==> config.mk <==
export PLATFORM = sky130hd
export DESIGN_NAME = multicycle_ctrl_flat
export DESIGN_NICKNAME = d
export VERILOG_FILES = /design/src/rtl/multicycle_ctrl_if.sv /design/src/rtl/multicycle_ctrl.sv /design/src/flat_wrapper.sv
export SDC_FILE = /design/constraint.sdc
export NUM_CORES = 1
export LEC_CHECK = 0
export CORE_ASPECT_RATIO = 1.5
export CORE_MARGIN = 2
export CORE_UTILIZATION = 24
export DETAILED_ROUTE_END_ITERATION = 16
export PLACE_DENSITY = 0.67
export SYNTH_ARGS = -nofsm -noshare
export SYNTH_HDL_FRONTEND = slang
export SYNTH_SLANG_ARGS = --single-unit
==> constraint.sdc <==
create_clock -name CLK -period 1.21 [get_ports CLK]
set_input_delay 0.1815 -clock CLK [delete_from_list [all_inputs] [get_ports CLK]]
set_output_delay 0.1815 -clock CLK [all_outputs]
set_load 0.03 [all_outputs]
==> src/rtl/multicycle_ctrl_if.sv <==
// Control bus between the multicycle controller and its datapath.
// The controller (master) receives opcode/zero and drives state plus
// every datapath write-enable and mux select; the datapath is the slave.
interface multicycle_ctrl_if;
    logic [5:0] opcode;
    logic       zero;
    logic [2:0] state;
    logic       PCWre;
    logic       IRWre;
    logic       InsMemRW;
    logic       ExtSel;
    logic       ALUSrcB;
    logic [2:0] ALUOp;
    logic       DataMemRW;
    logic       ALUM2Reg;
    logic       RegWre;
    logic       WrRegData;
    logic [1:0] RegOut;
    logic [1:0] PCSrc;

    modport master (
        input  opcode,
        input  zero,
        output state,
        output PCWre,
        output IRWre,
        output InsMemRW,
        output ExtSel,
        output ALUSrcB,
        output ALUOp,
        output DataMemRW,
        output ALUM2Reg,
        output RegWre,
        output WrRegData,
        output RegOut,
        output PCSrc
    );

    modport slave (
        output opcode,
        output zero,
        input  state,
        input  PCWre,
        input  IRWre,
        input  InsMemRW,
        input  ExtSel,
        input  ALUSrcB,
        input  ALUOp,
        input  DataMemRW,
        input  ALUM2Reg,
        input  RegWre,
        input  WrRegData,
        input  RegOut,
        input  PCSrc
    );
endinterface

==> src/rtl/multicycle_ctrl.sv <==
// Moore control unit for the multicycle CPU datapath.
// Sequences each instruction through IF/ID/EXE/MEM/WB and decodes every
// write-enable and mux select from the registered state and the IR opcode.
//
// state  | code | meaning
// -------+------+-------------------------------------------------------
// IF     | 000  | fetch: IR <= mem[PC]
// ID     | 001  | decode; jumps and undefined opcodes retire here; halt parks here
// EXE_A  | 110  | ALU op for R-type / immediate arithmetic
// EXE_B  | 101  | beq compare, branch retires here
// EXE_C  | 010  | address calculation for lw/sw
// MEM    | 011  | data memory access; sw retires here
// WB_A   | 111  | ALU result writeback
// WB_C   | 100  | load data writeback
module multicycle_ctrl #(
    parameter logic [5:0] HALT_OP = 6'b111111
) (
    input  logic              CLK,
    input  logic              RST,
    multicycle_ctrl_if.master bus
);

    localparam logic [5:0] OP_ADD  = 6'b000000;
    localparam logic [5:0] OP_SUB  = 6'b000001;
    localparam logic [5:0] OP_ADDI = 6'b000010;
    localparam logic [5:0] OP_OR   = 6'b010000;
    localparam logic [5:0] OP_AND  = 6'b010001;
    localparam logic [5:0] OP_ORI  = 6'b010010;
    localparam logic [5:0] OP_SLT  = 6'b100110;
    localparam logic [5:0] OP_SW   = 6'b110000;
    localparam logic [5:0] OP_LW   = 6'b110001;
    localparam logic [5:0] OP_BEQ  = 6'b110100;
    localparam logic [5:0] OP_J    = 6'b111000;
    localparam logic [5:0] OP_JR   = 6'b111001;
    localparam logic [5:0] OP_JAL  = 6'b111010;

    localparam logic [2:0] ALU_ADD = 3'b000;
    localparam logic [2:0] ALU_SUB = 3'b001;
    localparam logic [2:0] ALU_OR  = 3'b010;
    localparam logic [2:0] ALU_AND = 3'b011;
    localparam logic [2:0] ALU_SLT = 3'b100;

    localparam logic [1:0] REG_31 = 2'b00;
    localparam logic [1:0] REG_RT = 2'b01;
    localparam logic [1:0] REG_RD = 2'b10;

    localparam logic [1:0] PC_NEXT   = 2'b00;
    localparam logic [1:0] PC_BRANCH = 2'b01;
    localparam logic [1:0] PC_RS     = 2'b10;
    localparam logic [1:0] PC_JUMP   = 2'b11;

    typedef enum logic [2:0] {
        S_IF    = 3'b000,
        S_ID    = 3'b001,
        S_EXE_A = 3'b110,
        S_EXE_B = 3'b101,
        S_EXE_C = 3'b010,
        S_MEM   = 3'b011,
        S_WB_A  = 3'b111,
        S_WB_C  = 3'b100
    } state_t;

    state_t state_q;
    state_t state_d;

    logic is_rtype;
    logic is_sub;
    logic is_or;
    logic is_and;
    logic is_slt;
    logic is_addi;
    logic is_ori;
    logic is_sw;
    logic is_lw;
    logic is_beq;
    logic is_j;
    logic is_jr;
    logic is_jal;
    logic is_halt;
    logic is_undef;

    logic       pc_wre;
    logic       ir_wre;
    logic       ins_mem_rw;
    logic       ext_sel;
    logic       alu_src_b;
    logic [2:0] alu_op;
    logic       data_mem_rw;
    logic       alu_m2reg;
    logic       reg_wre;
    logic       wr_reg_data;
    logic [1:0] reg_out;
    logic [1:0] pc_src;

    // State register; reset aborts any in-flight instruction back to fetch.
    always_ff @(posedge CLK) begin
        if (RST) begin
            state_q <= S_IF;
        end else begin
            state_q <= state_d;
        end
    end

    // Opcode classification; halt is checked first so HALT_OP always wins.
    always_comb begin
        is_rtype = 1'b0;
        is_sub   = 1'b0;
        is_or    = 1'b0;
        is_and   = 1'b0;
        is_slt   = 1'b0;
        is_addi  = 1'b0;
        is_ori   = 1'b0;
        is_sw    = 1'b0;
        is_lw    = 1'b0;
        is_beq   = 1'b0;
        is_j     = 1'b0;
        is_jr    = 1'b0;
        is_jal   = 1'b0;
        is_halt  = 1'b0;
        is_undef = 1'b0;
        if (bus.opcode == HALT_OP) begin
            is_halt = 1'b1;
        end else begin
            case (bus.opcode)
                OP_ADD:  is_rtype = 1'b1;
                OP_SUB:  begin is_rtype = 1'b1; is_sub = 1'b1; end
                OP_OR:   begin is_rtype = 1'b1; is_or  = 1'b1; end
                OP_AND:  begin is_rtype = 1'b1; is_and = 1'b1; end
                OP_SLT:  begin is_rtype = 1'b1; is_slt = 1'b1; end
                OP_ADDI: is_addi = 1'b1;
                OP_ORI:  is_ori  = 1'b1;
                OP_SW:   is_sw   = 1'b1;
                OP_LW:   is_lw   = 1'b1;
                OP_BEQ:  is_beq  = 1'b1;
                OP_J:    is_j    = 1'b1;
                OP_JR:   is_jr   = 1'b1;
                OP_JAL:  is_jal  = 1'b1;
                default: is_undef = 1'b1;
            endcase
        end
    end

    // Next-state: route out of ID by instruction class, then fixed chains.
    always_comb begin
        state_d = state_q;
        case (state_q)
            S_IF: state_d = S_ID;
            S_ID: begin
                if (is_halt) begin
                    state_d = S_ID;
                end else if (is_beq) begin
                    state_d = S_EXE_B;
                end else if (is_sw || is_lw) begin
                    state_d = S_EXE_C;
                end else if (is_rtype || is_addi || is_ori) begin
                    state_d = S_EXE_A;
                end else begin
                    // j/jr/jal and undefined opcodes all retire in ID
                    state_d = S_IF;
                end
            end
            S_EXE_A: state_d = S_WB_A;
            S_WB_A:  state_d = S_IF;
            S_EXE_B: state_d = S_IF;
            S_EXE_C: state_d = S_MEM;
            S_MEM:   state_d = is_lw ? S_WB_C : S_IF;
            S_WB_C:  state_d = S_IF;
            default: state_d = S_IF;
        endcase
    end

    // Output decode: enables from state, selects from opcode (held at 0 in IF).
    always_comb begin
        pc_wre      = 1'b0;
        ir_wre      = 1'b0;
        ins_mem_rw  = 1'b1;
        ext_sel     = 1'b0;
        alu_src_b   = 1'b0;
        alu_op      = ALU_ADD;
        data_mem_rw = 1'b0;
        alu_m2reg   = 1'b0;
        reg_wre     = 1'b0;
        wr_reg_data = 1'b0;
        reg_out     = REG_31;
        pc_src      = PC_NEXT;

        if (state_q == S_IF) begin
            ir_wre = 1'b1;
        end else begin
            ext_sel     = ~is_ori;
            alu_src_b   = is_addi | is_ori | is_sw | is_lw;
            wr_reg_data = ~is_jal;

            if (is_sub || is_beq) begin
                alu_op = ALU_SUB;
            end else if (is_or || is_ori) begin
                alu_op = ALU_OR;
            end else if (is_and) begin
                alu_op = ALU_AND;
            end else if (is_slt) begin
                alu_op = ALU_SLT;
            end

            if (is_addi || is_ori || is_lw) begin
                reg_out = REG_RT;
            end else if (is_rtype) begin
                reg_out = REG_RD;
            end

            if (is_j || is_jal) begin
                pc_src = PC_JUMP;
            end else if (is_jr) begin
                pc_src = PC_RS;
            end else if (is_beq && state_q == S_EXE_B && bus.zero) begin
                pc_src = PC_BRANCH;
            end
        end

        // One PC update per retired instruction, in its final state
        case (state_q)
            S_ID:    pc_wre = is_j | is_jr | is_jal | is_undef;
            S_EXE_B: pc_wre = 1'b1;
            S_MEM:   pc_wre = is_sw;
            S_WB_A:  pc_wre = 1'b1;
            S_WB_C:  pc_wre = 1'b1;
            default: pc_wre = 1'b0;
        endcase

        reg_wre     = (state_q == S_WB_A) || (state_q == S_WB_C) ||
                      (state_q == S_ID && is_jal);
        data_mem_rw = (state_q == S_MEM) && is_sw;
        alu_m2reg   = (state_q == S_WB_C);
    end

    assign bus.state     = state_q;
    assign bus.PCWre     = pc_wre;
    assign bus.IRWre     = ir_wre;
    assign bus.InsMemRW  = ins_mem_rw;
    assign bus.ExtSel    = ext_sel;
    assign bus.ALUSrcB   = alu_src_b;
    assign bus.ALUOp     = alu_op;
    assign bus.DataMemRW = data_mem_rw;
    assign bus.ALUM2Reg  = alu_m2reg;
    assign bus.RegWre    = reg_wre;
    assign bus.WrRegData = wr_reg_data;
    assign bus.RegOut    = reg_out;
    assign bus.PCSrc     = pc_src;

endmodule
==> src/flat_wrapper.sv <==
// flat-port wrapper written by rule: the top's interface ports become plain ports
module multicycle_ctrl_flat 
#(
    parameter logic [5:0] HALT_OP = 6'b111111
)
  (CLK, RST, bus_opcode, bus_zero, bus_state, bus_PCWre, bus_IRWre, bus_InsMemRW, bus_ExtSel, bus_ALUSrcB, bus_ALUOp, bus_DataMemRW, bus_ALUM2Reg, bus_RegWre, bus_WrRegData, bus_RegOut, bus_PCSrc);
  multicycle_ctrl_if bus_i ();
  input  logic CLK;
  input  logic RST;
  input wire logic [$bits(bus_i.opcode)-1:0] bus_opcode;
  input wire logic [$bits(bus_i.zero)-1:0] bus_zero;
  output wire logic [$bits(bus_i.state)-1:0] bus_state;
  output wire logic [$bits(bus_i.PCWre)-1:0] bus_PCWre;
  output wire logic [$bits(bus_i.IRWre)-1:0] bus_IRWre;
  output wire logic [$bits(bus_i.InsMemRW)-1:0] bus_InsMemRW;
  output wire logic [$bits(bus_i.ExtSel)-1:0] bus_ExtSel;
  output wire logic [$bits(bus_i.ALUSrcB)-1:0] bus_ALUSrcB;
  output wire logic [$bits(bus_i.ALUOp)-1:0] bus_ALUOp;
  output wire logic [$bits(bus_i.DataMemRW)-1:0] bus_DataMemRW;
  output wire logic [$bits(bus_i.ALUM2Reg)-1:0] bus_ALUM2Reg;
  output wire logic [$bits(bus_i.RegWre)-1:0] bus_RegWre;
  output wire logic [$bits(bus_i.WrRegData)-1:0] bus_WrRegData;
  output wire logic [$bits(bus_i.RegOut)-1:0] bus_RegOut;
  output wire logic [$bits(bus_i.PCSrc)-1:0] bus_PCSrc;
  assign bus_i.opcode = bus_opcode;
  assign bus_i.zero = bus_zero;
  assign bus_state = bus_i.state;
  assign bus_PCWre = bus_i.PCWre;
  assign bus_IRWre = bus_i.IRWre;
  assign bus_InsMemRW = bus_i.InsMemRW;
  assign bus_ExtSel = bus_i.ExtSel;
  assign bus_ALUSrcB = bus_i.ALUSrcB;
  assign bus_ALUOp = bus_i.ALUOp;
  assign bus_DataMemRW = bus_i.DataMemRW;
  assign bus_ALUM2Reg = bus_i.ALUM2Reg;
  assign bus_RegWre = bus_i.RegWre;
  assign bus_WrRegData = bus_i.WrRegData;
  assign bus_RegOut = bus_i.RegOut;
  assign bus_PCSrc = bus_i.PCSrc;
  multicycle_ctrl #(.HALT_OP(HALT_OP)) u_core (.CLK(CLK), .RST(RST), .bus(bus_i));
endmodule
==> results by stage, run 1 <==
Run status:
- The run finished, with violations left.
- The checks that failed: negative setup slack.

Synth:
- The fraction of the mapped netlist area in compound gates is 0.252.
- The synthesized area per cell is 6.98 µm².
- After synthesis, the largest family of logic cells by area is simple AND/OR/NAND/NOR gates.
- The cell area after technology mapping is 552 µm².
- The share of synthesized area in the top cell type comes to 0.109.
- The synthesized design spends more area on one cell type than any other, namely dfxtp_1.
- The synthesis-stage register bit count is 3.
- Synthesis produced a netlist whose cell count is 79.
- The post-synthesis net count is 88.
- Among all flip-flop cells after synthesis, the most frequent one is dfxtp_1.
- The register area share after synthesis is 0.109.
- Ranked by total cell area, the synthesized netlist is headed by dfxtp_1, a21oi_1, nor2_1.
- The fraction of the mapped netlist area in adder cells is 0.
- Counting flops with a built-in enable in the synthesized netlist gives 0.
- The fraction of registers with async set/reset is 0.
- The portion of synthesized area spent on multiplexers is 0.
- Synthesis instantiated 37 different standard cells from the library.
- The xor and xnor fraction of the mapped netlist area is 0.0317.
- The Yosys warning count is 0.
- The basic-gate share of the synthesized area counting and, or, nand and nor cells is 0.506.

Clock network:
- The tree is rooted in a clkbuf_4.
- In this run the number of H-tree levels came out at 1.
- Clock-pin slew was measured on the worst setup and hold paths at 0.04 ns.
- Clock tree synthesis found a total of 3 sinks.
- The clock latency on the worst-skew pair is 0.25 ns.
- The number of buffers on the longest clock path is 2.
- The number of buffers added by the clock tree synthesis step is 3.
- The clock tree from TritonCTS is yes.

Detailed routing:
- The post-route antenna net violation count is 0.
- The first-pass detailed-route iteration total is 4.
- After detailed routing, the number of remaining DRC violations is 0.
- After detailed routing, the number of vias per cell comes to 5.38.
- The DRC marker count from the first detailed-route iteration is 28.
- After detailed routing, the average wire length per cell comes to 18.2 µm.
- The routed wire length is 3.16 mm.
- Across all layers, the routed design uses 936 vias.

Worst hold path:
- The instance count along the most critical hold path is 3.
- The type of the worst min-delay path is in2reg.

Worst setup path:
- The worst setup path is captured at an output pin.
- The cell depth of the worst flop-to-flop path is 5.
- The worst register-to-register path ends at u_core.bus.state[1]$_SDFF_PP0_.
- The setup slack on the worst flop-to-flop path is 0.12 ns.
- Of all nets on the critical path, the largest fanout is 4.
- The cell type with the highest occurrence count on the critical path is buf_4.
- Walking the worst path, the cells encountered are buf_2 -> buf_4 -> nand3_4 -> buf_4 -> nor3_1 -> a41oi_2 -> nor2_1 -> buf_4.
- For the worst setup path, the data required time is 1.03 ns.
- The startpoint identified for the worst register-to-register timing path is u_core.bus.state[2]$_SDFF_PP0_.
- STA puts the critical path data arrival time at 1.40 ns.
- The critical path ends at bus_PCSrc[0].
- The library cell contributing the largest single delay on the critical path is nor3_1.
- The biggest cell delay along the critical path is 0.26 ns.
- The beginning of the critical path is bus_opcode[3].
- The critical path launch point type is a primary input.
- The type of the worst setup path is in2out.

Pwr:
- The worst-case IR drop observed on VDD is 244 µV.
- Summed over all nets, the switching power comes to 0.337 mW.
- The internal power contribution is 0.488 mW.
- Dividing total power by cell area gives a power density of 529 nW/µm².
- The part of the power in the clock network is 0.240.
- The sequential share of power is 0.131.
- The proportion of total power due to net switching is 0.408.
- The cell leakage power is 0.642 nW.
- Total power for the finished layout comes to 0.824 mW.
- Of the total power, combinational logic draws 0.630.

STA:
- Hold is met by 0.312 ns.
- Dividing the final minimum period by the clock period gives 1.31.
- Clock skew on the completed layout was measured at 0.00856 ns.
- Across all setup checks in the final design, the least slack found is -0.373 ns.
- The final-report max-slew violation count is 0.
- Subtracting the final worst setup slack from the clock period gives 1.58 ns.
- Setup repair after global routing could not meet its margin everywhere.
- The maximum clock frequency is 632 MHz.
- Setup violations remaining at the end of the flow were counted as 16.
- The final sum of negative setup slack is -4.31 ns.
- The count of final hold-check violations was 0.

Place:
- In this run the cell area measured after placement is 1160 µm².
- The wire-length estimate of the detail-placed layout is 1.62 mm.
- At the end of routability-driven placement, the weighted congestion stood at 0.824.
- The count of placed standard cells including taps is 153.
- The placement-stage worst setup slack is -0.693 ns.
- Buffers placed on the I/O ports in this run total 26.

Die:
- The count of standard-cell rows is 21.
- The height of the chip is 62.7 µm.
- The die covers 2710 µm².
- During I/O placement, the number of pins put on the boundary was 28.
- The width of the die is 43.2 µm.
- The core area is 2210 µm².
- The initial utilization of the core area, before any placement, comes to 0.250.

GRT:
- The number of global-route vias before repair is 958.
- The total congestion overflow after global routing is 0.
- The wire length of the first global-routing pass is 4.55 mm.
- The maximum number of pins on one net before global-route repair is 9.
- The number of antenna violations at the first check in global routing is 0.
- Across every metal layer, demand over resource in global routing totals 0.213.

Job:
- The max-cap check violation count is 0.

Final layout:
- At the end of the flow, the number of nets in the layout was 161.
- The final cell area excluding filler cells is 1560 µm².
- The flip-flop count of the largest register, all copies and words added is 3.
- The area added between synthesis and finish is 183%.
- The finished layout holds 174 standard cells, fillers aside.
- The number of diodes added for antenna fixing is 0.
- The most frequent standard cell in the layout excluding fill and tap cells is buf_4.
- In the layout the commonest cells are buf_4, buf_6, nor2_1.
- In the final layout, the share of cells above drive strength 1 is 0.762.
- Once layout is complete, the utilization of the core stands at 0.706.
[Yosys cell counts, types with 2 or more instances]
cell type	n
a211oi_1	2
nor2b_1	4
a21oi_1	7
nor2_1	9
dfxtp_1	3
nand2b_1	5
o22ai_1	2
nand2_1	5
buf_2	6
nor4_1	2
nor3_1	5
nand3_1	4
[worst min-delay path by stage]
stage	slack (ns)	end	startpoint
after floorplan	0.24	u_core.bus.state[0]$_SDFF_PP0_	RST
final	0.31	u_core.bus.state[2]$_SDFF_PP0_	bus_opcode[3]
after global routing	0.34	u_core.bus.state[2]$_SDFF_PP0_	bus_opcode[3]
after CTS	0.31	u_core.bus.state[2]$_SDFF_PP0_	bus_opcode[3]
after global placement	0.60	u_core.bus.state[1]$_SDFF_PP0_	u_core.bus.state[0]$_SDFF_PP0_
after detailed placement	0.61	u_core.bus.state[1]$_SDFF_PP0_	u_core.bus.state[0]$_SDFF_PP0_
[routing by layer]
layer  wire length [µm]  track usage
met5                  0            0
met3                135       0.0260
met4                 77        0.106
met1               1120        0.241
met2               1830        0.375
[critical path, delay by kind of cell]
kind / cells / cell delay, ns
buf+inv: 4 / 0.63
compound gates: 1 / 0.07
simple gates: 3 / 0.52
[area by class of cell]
class,count,area (µm²)
multi-input cells,67,687
inverters,1,3.75
repair buffers,76,742
clock buffers,4,26.3
well taps,23,28.8
fillers,156,648
flip-flops and latches,3,71.3
[power by group through the flow]
stage	registers [mW]	clock network (mW)	logic, mW
final	0.108	0.198	0.519
after global routing	0.108	0.207	0.542
after CTS	0.107	0.178	0.471
after detailed placement	0.111	0	0.363
after global placement	0.111	0	0.360
after floorplan	0.119	0	0.207
[kinds of logic after synthesis]
family / count (synthesis)
AO/OA/AOI/OAI: 20
XOR/XNOR: 2
buffers and inverters: 9
flip-flops: 3
other: 1
AND/OR/NAND/NOR: 44
[timing repair]
action | CTS | global route
hold buffers | 0 | 0
endpoints found under the hold margin | 0 | 0
pin swaps | 13 | 9
gates cloned | 3 | 0
setup endpoints to repair | 18 | 19
resized for setup | 71 | 14
setup buffers | 11 | 4
(Power assumes the default switching activity.)
==> run 2, diff against run 1 <==
ABC_AREA = 1   (was default)
CAP_MARGIN = 20   (was default)
PLACE_DENSITY = 0.68   (was 0.67)
==> run 2 against run 1 <==
Net effect: the flow still finishes with violations (negative setup slack); clock skew decreased by 0.0066 ns; via count decreased by 0.53%; final cell count up 13%; die area is 6.5% lower; synthesized area is 7.0% lower; sequential cell count stayed put; total power rose by 1.7%; register-to-register slack worse by 0.09 ns; routed wire length shrank 15%; utilization increased by 5.4 points; largest power group unchanged.
==> results by stage, run 2 <==
Synth:
- The Yosys warning count is 0 (unchanged).
- The number of enable flip-flop cells after synthesis is 0 (unchanged).
- The post-synthesis net count is 105 (+19%).
- The cell area after technology mapping is 513 µm² (-7.0%).
- Yosys attributes the largest share of cell area to inv_1, nand2_1, dfxtp_1.
- Counting instances in the post-synthesis netlist gives the leading cell types as inv_1, nand2_1, nor2_1, nand3_1, a21oi_1.
- The cell type with the highest aggregate area in the netlist is inv_1.
- The top flip-flop cell by instance count after synthesis is dfxtp_1.
- The fraction of registers with async set/reset is 0 (unchanged).
- The fraction of synthesized cell area taken by the top area cell type is 0.139 (+0.0302).
- The register area share after synthesis is 0.117 (+0.00823).
- The cell with the most instances after synthesis is inv_1.
- The synthesized instance count is 96 (+22%).
- The synthesized area per cell is 5.34 µm² (-23%).
- The synthesis-stage register bit count is 3 (unchanged).
- The count of distinct cell types in the synthesized netlist is 24 (-35%).

Run status:
- The checks that failed: negative setup slack.
- The run finished, with violations left.

Worst hold path:
- The min-delay analysis places its worst path in the category in2reg.

STA:
- The count of final hold-check violations came to 0 (unchanged).
- The maximum clock frequency is 637 MHz (+0.83%).
- The final-report max-slew violation count came to 0 (unchanged).
- Setup repair after global routing could not meet its margin everywhere.
- The post-layout minimum cycle time is 1.57 ns (-0.0131 ns).
- The final clock skew is 0.00198 ns (-0.00659 ns).
- The part of the cycle the worst path needs is 1.30 (-0.0108).
- The post-layout worst setup margin came to -0.360 ns (+0.0131 ns).
- The total of endpoints with negative setup slack in the final report came to 15 (-1).
- The worst hold-check slack came to 0.529 ns (+0.217 ns).

Place:
- The quantity of I/O buffers inserted on ports was 26 (unchanged).
- The HPWL reported at the end of detailed placement is 1.70 mm (+5.0%).
- The final weighted congestion in routability-driven placement was 0.855 (+3.7%).
- The count of placed standard cells including taps is 183 (+20%).
- The placement-stage worst setup slack is -0.832 ns (-0.139 ns).

Job:
- The max-cap check violation count came to 0 (unchanged).

Clock network:
- The number of sinks driven by the clock tree is 3 (unchanged).
- The number of buffers on the longest clock path was 2 (unchanged).
- TritonCTS built the clock tree.
- The clock root buffer is clkbuf_4.
- The number of buffers added by the clock tree synthesis step is 3 (unchanged).
- The cts-stage hold buffer count was 0 (unchanged).
- The clock edge transition at the registers on the reported setup and hold paths was 0.04 ns (about the same).
- The H-tree depth is 1 (unchanged).
- The clock latency on the worst-skew pair is 0.25 ns (about the same).

Worst setup path:
- The library cell contributing the largest single delay on the critical path is dfxtp_4.
- The kind of end point of the critical path is an output pin.
- The type of the worst setup path is reg2out.
- The endpoint identified for the worst register-to-register timing path is u_core.bus.state[2]$_SDFF_PP0_.
- The launch instance of the worst register-to-register path is u_core.bus.state[2]$_SDFF_PP0_.
- The biggest cell delay along the critical path is 0.35 ns (+0.09 ns).
- The worst path required time was 1.03 ns (about the same).
- The critical path endpoint is bus_PCWre.
- The combined buffer and inverter count along the critical path is 3 (-1).
- The maximum fanout count along the critical path is 2 (-2).
- The cell depth of the worst setup path is 7 (-1).
- The critical path starts at u_core.bus.state[2]$_SDFF_PP0_.
- The signal on the critical path passes through nor2_4 -> inv_2 -> buf_6 -> nor2_4 -> nand2_2 -> o31ai_4 -> buf_6.
- Among cell families on the critical path, the largest total delay comes from flip-flops.
- The data arrival time of the critical path is 1.39 ns (about the same).
- The setup slack on the worst flop-to-flop path is 0.03 ns (-0.09 ns).
- The worst setup path is launched from a flip-flop.
- The cell depth of the worst flop-to-flop path is 8 (+3).

Die:
- The count of boundary I/O pins is 28 (unchanged).
- The width of the die is 41.8 µm (-3.2%).
- The initial core utilization is 0.253 (+0.00309).
- The core area came to 2030 µm² (-8.2%).
- The height of the chip is 60.6 µm (-3.4%).
- The area of the die came to 2530 µm² (-6.5%).
- The count of standard-cell rows is 20 (-4.8%).

GRT:
- The wire length of the first global-routing pass is 3.96 mm (-13%).
- The overall global routing resource usage is 0.208 (-0.00461).
- The maximum number of pins on one net before global-route repair is 7 (-2).
- The total congestion overflow after global routing is 0 (unchanged).
- The number of global-route vias before repair is 924 (-3.5%).
- The number of antenna violations at the first check in global routing came to 0 (unchanged).

Detailed routing:
- The first-pass detailed-route iteration total is 4 (unchanged).
- The routed via count came to 931 (-0.53%).
- The via count normalized by instance count is 4.73 (-12%).
- The routed wire length is 2.69 mm (-15%).
- The wire length per cell after detailed routing is 13.6 µm (-25%).
- The DRC marker count from the first detailed-route iteration came to 11 (-61%).
- The post-route antenna net violation count is 0 (unchanged).
- The post-route DRC violation count is 0 (unchanged).

Final layout:
- The post-route non-filler standard cell count was 197 (+13%).
- The number of diodes added for antenna fixing came to 0 (unchanged).
- The net total in the final layout is 185 (+15%).
- The total of fill cells in the finished design is 129 (-17%).
- The share of post-route cells with drive strength above 1 came to 0.800 (+0.0384).
- The most frequent standard cell in the layout excluding fill and tap cells is buf_4.
- Compared with the post-synthesis result, the final layout area differs by 200%.
- The utilization after layout is 0.760 (+0.0541).
- The top cell types in the final layout, fill and taps aside, are buf_4, buf_6, nor2_4.
- The flip-flop count of the largest register, all copies and words added is 3 (unchanged).

Pwr:
- The peak ir drop on the vdd network was 361 µV (+48%).
- The cell leakage power is 0.741 nW (+15%).
- The power density over the cells is 544 nW/µm² (+2.9%).
==> run 2: cells by family (layout without fill, tap and decap cells) <==
family / count (synthesis) / in the layout / share of synthesized area
buffers and inverters: 24 / 103 / 0.185
other: 1 / 1 / 0.00731
AO/OA/AOI/OAI: 15 / 15 / 0.188
flip-flops: 3 / 3 / 0.117
AND/OR/NAND/NOR: 53 / 53 / 0.502
==> run 2: cell type report <==
class,count,area [µm²],area share
clock buffer,4,26.3,0.0170
inverter,22,92.6,0.0601
multi-input combinational,69,631,0.409
sequential,3,71.3,0.0463
tap,22,27.5,0.0179
timing repair buffer,77,693,0.450
==> run 2: worst min path at each step <==
stage	to	slack (ns)	cells after the start	startpoint
floorplan	u_core.bus.state[2]$_SDFF_PP0_	0.23	1	RST
global placement	u_core.bus.state[0]$_SDFF_PP0_	0.66	4	u_core.bus.state[1]$_SDFF_PP0_
detailed placement	u_core.bus.state[0]$_SDFF_PP0_	0.69	4	u_core.bus.state[1]$_SDFF_PP0_
CTS	u_core.bus.state[2]$_SDFF_PP0_	0.53	2	RST
global route	u_core.bus.state[2]$_SDFF_PP0_	0.58	2	RST
finish	u_core.bus.state[0]$_SDFF_PP0_	0.53	6	bus_opcode[2]
==> run 2: repair_timing <==
item | 4_1_cts | 5_1_grt
gates resized for setup | 85 | 40
pin swaps | 16 | 17
buffers inserted | 7 | 6
endpoints found under the setup margin | 18 | 18
==> run 2: routing by layer <==
metal	global-route usage	wire (µm)
met1	0.191	898
met3	0.00893	51
met5	0	0
met4	0.0968	51
met2	0.458	1690
==> run 2: through the flow <==
step	TNS [ns]	total power [mW]	instance area (µm²)
global placement	-9.05	0.496	1140
finish	-4.00	0.839	1540
floorplan	-1.35	0.311	599
CTS	-3.91	0.773	1420
detailed placement	-9.46	0.503	1140
global route	-4.62	0.876	1540
==> run 2: report_power, final <==
| part | leakage, nW | switching (mW) | internal [mW] | total (mW) |
|---|---|---|---|---|
| combinational | 0.699 | 0.287 | 0.254 | 0.541 |
| sequential | 0.0267 | 0.00754 | 0.103 | 0.111 |
| clock | 0.0150 | 0.0626 | 0.124 | 0.187 |
| total | 0.741 | 0.357 | 0.482 | 0.839 |
==> run 2: tightest hold or removal path, cell delays in order <==
cell	delay (ns)
buf_4	0.13
nand3_1	0.12
buf_4	0.12
nand3_1	0.07
nand3_1	0.08
inv_1	0.03
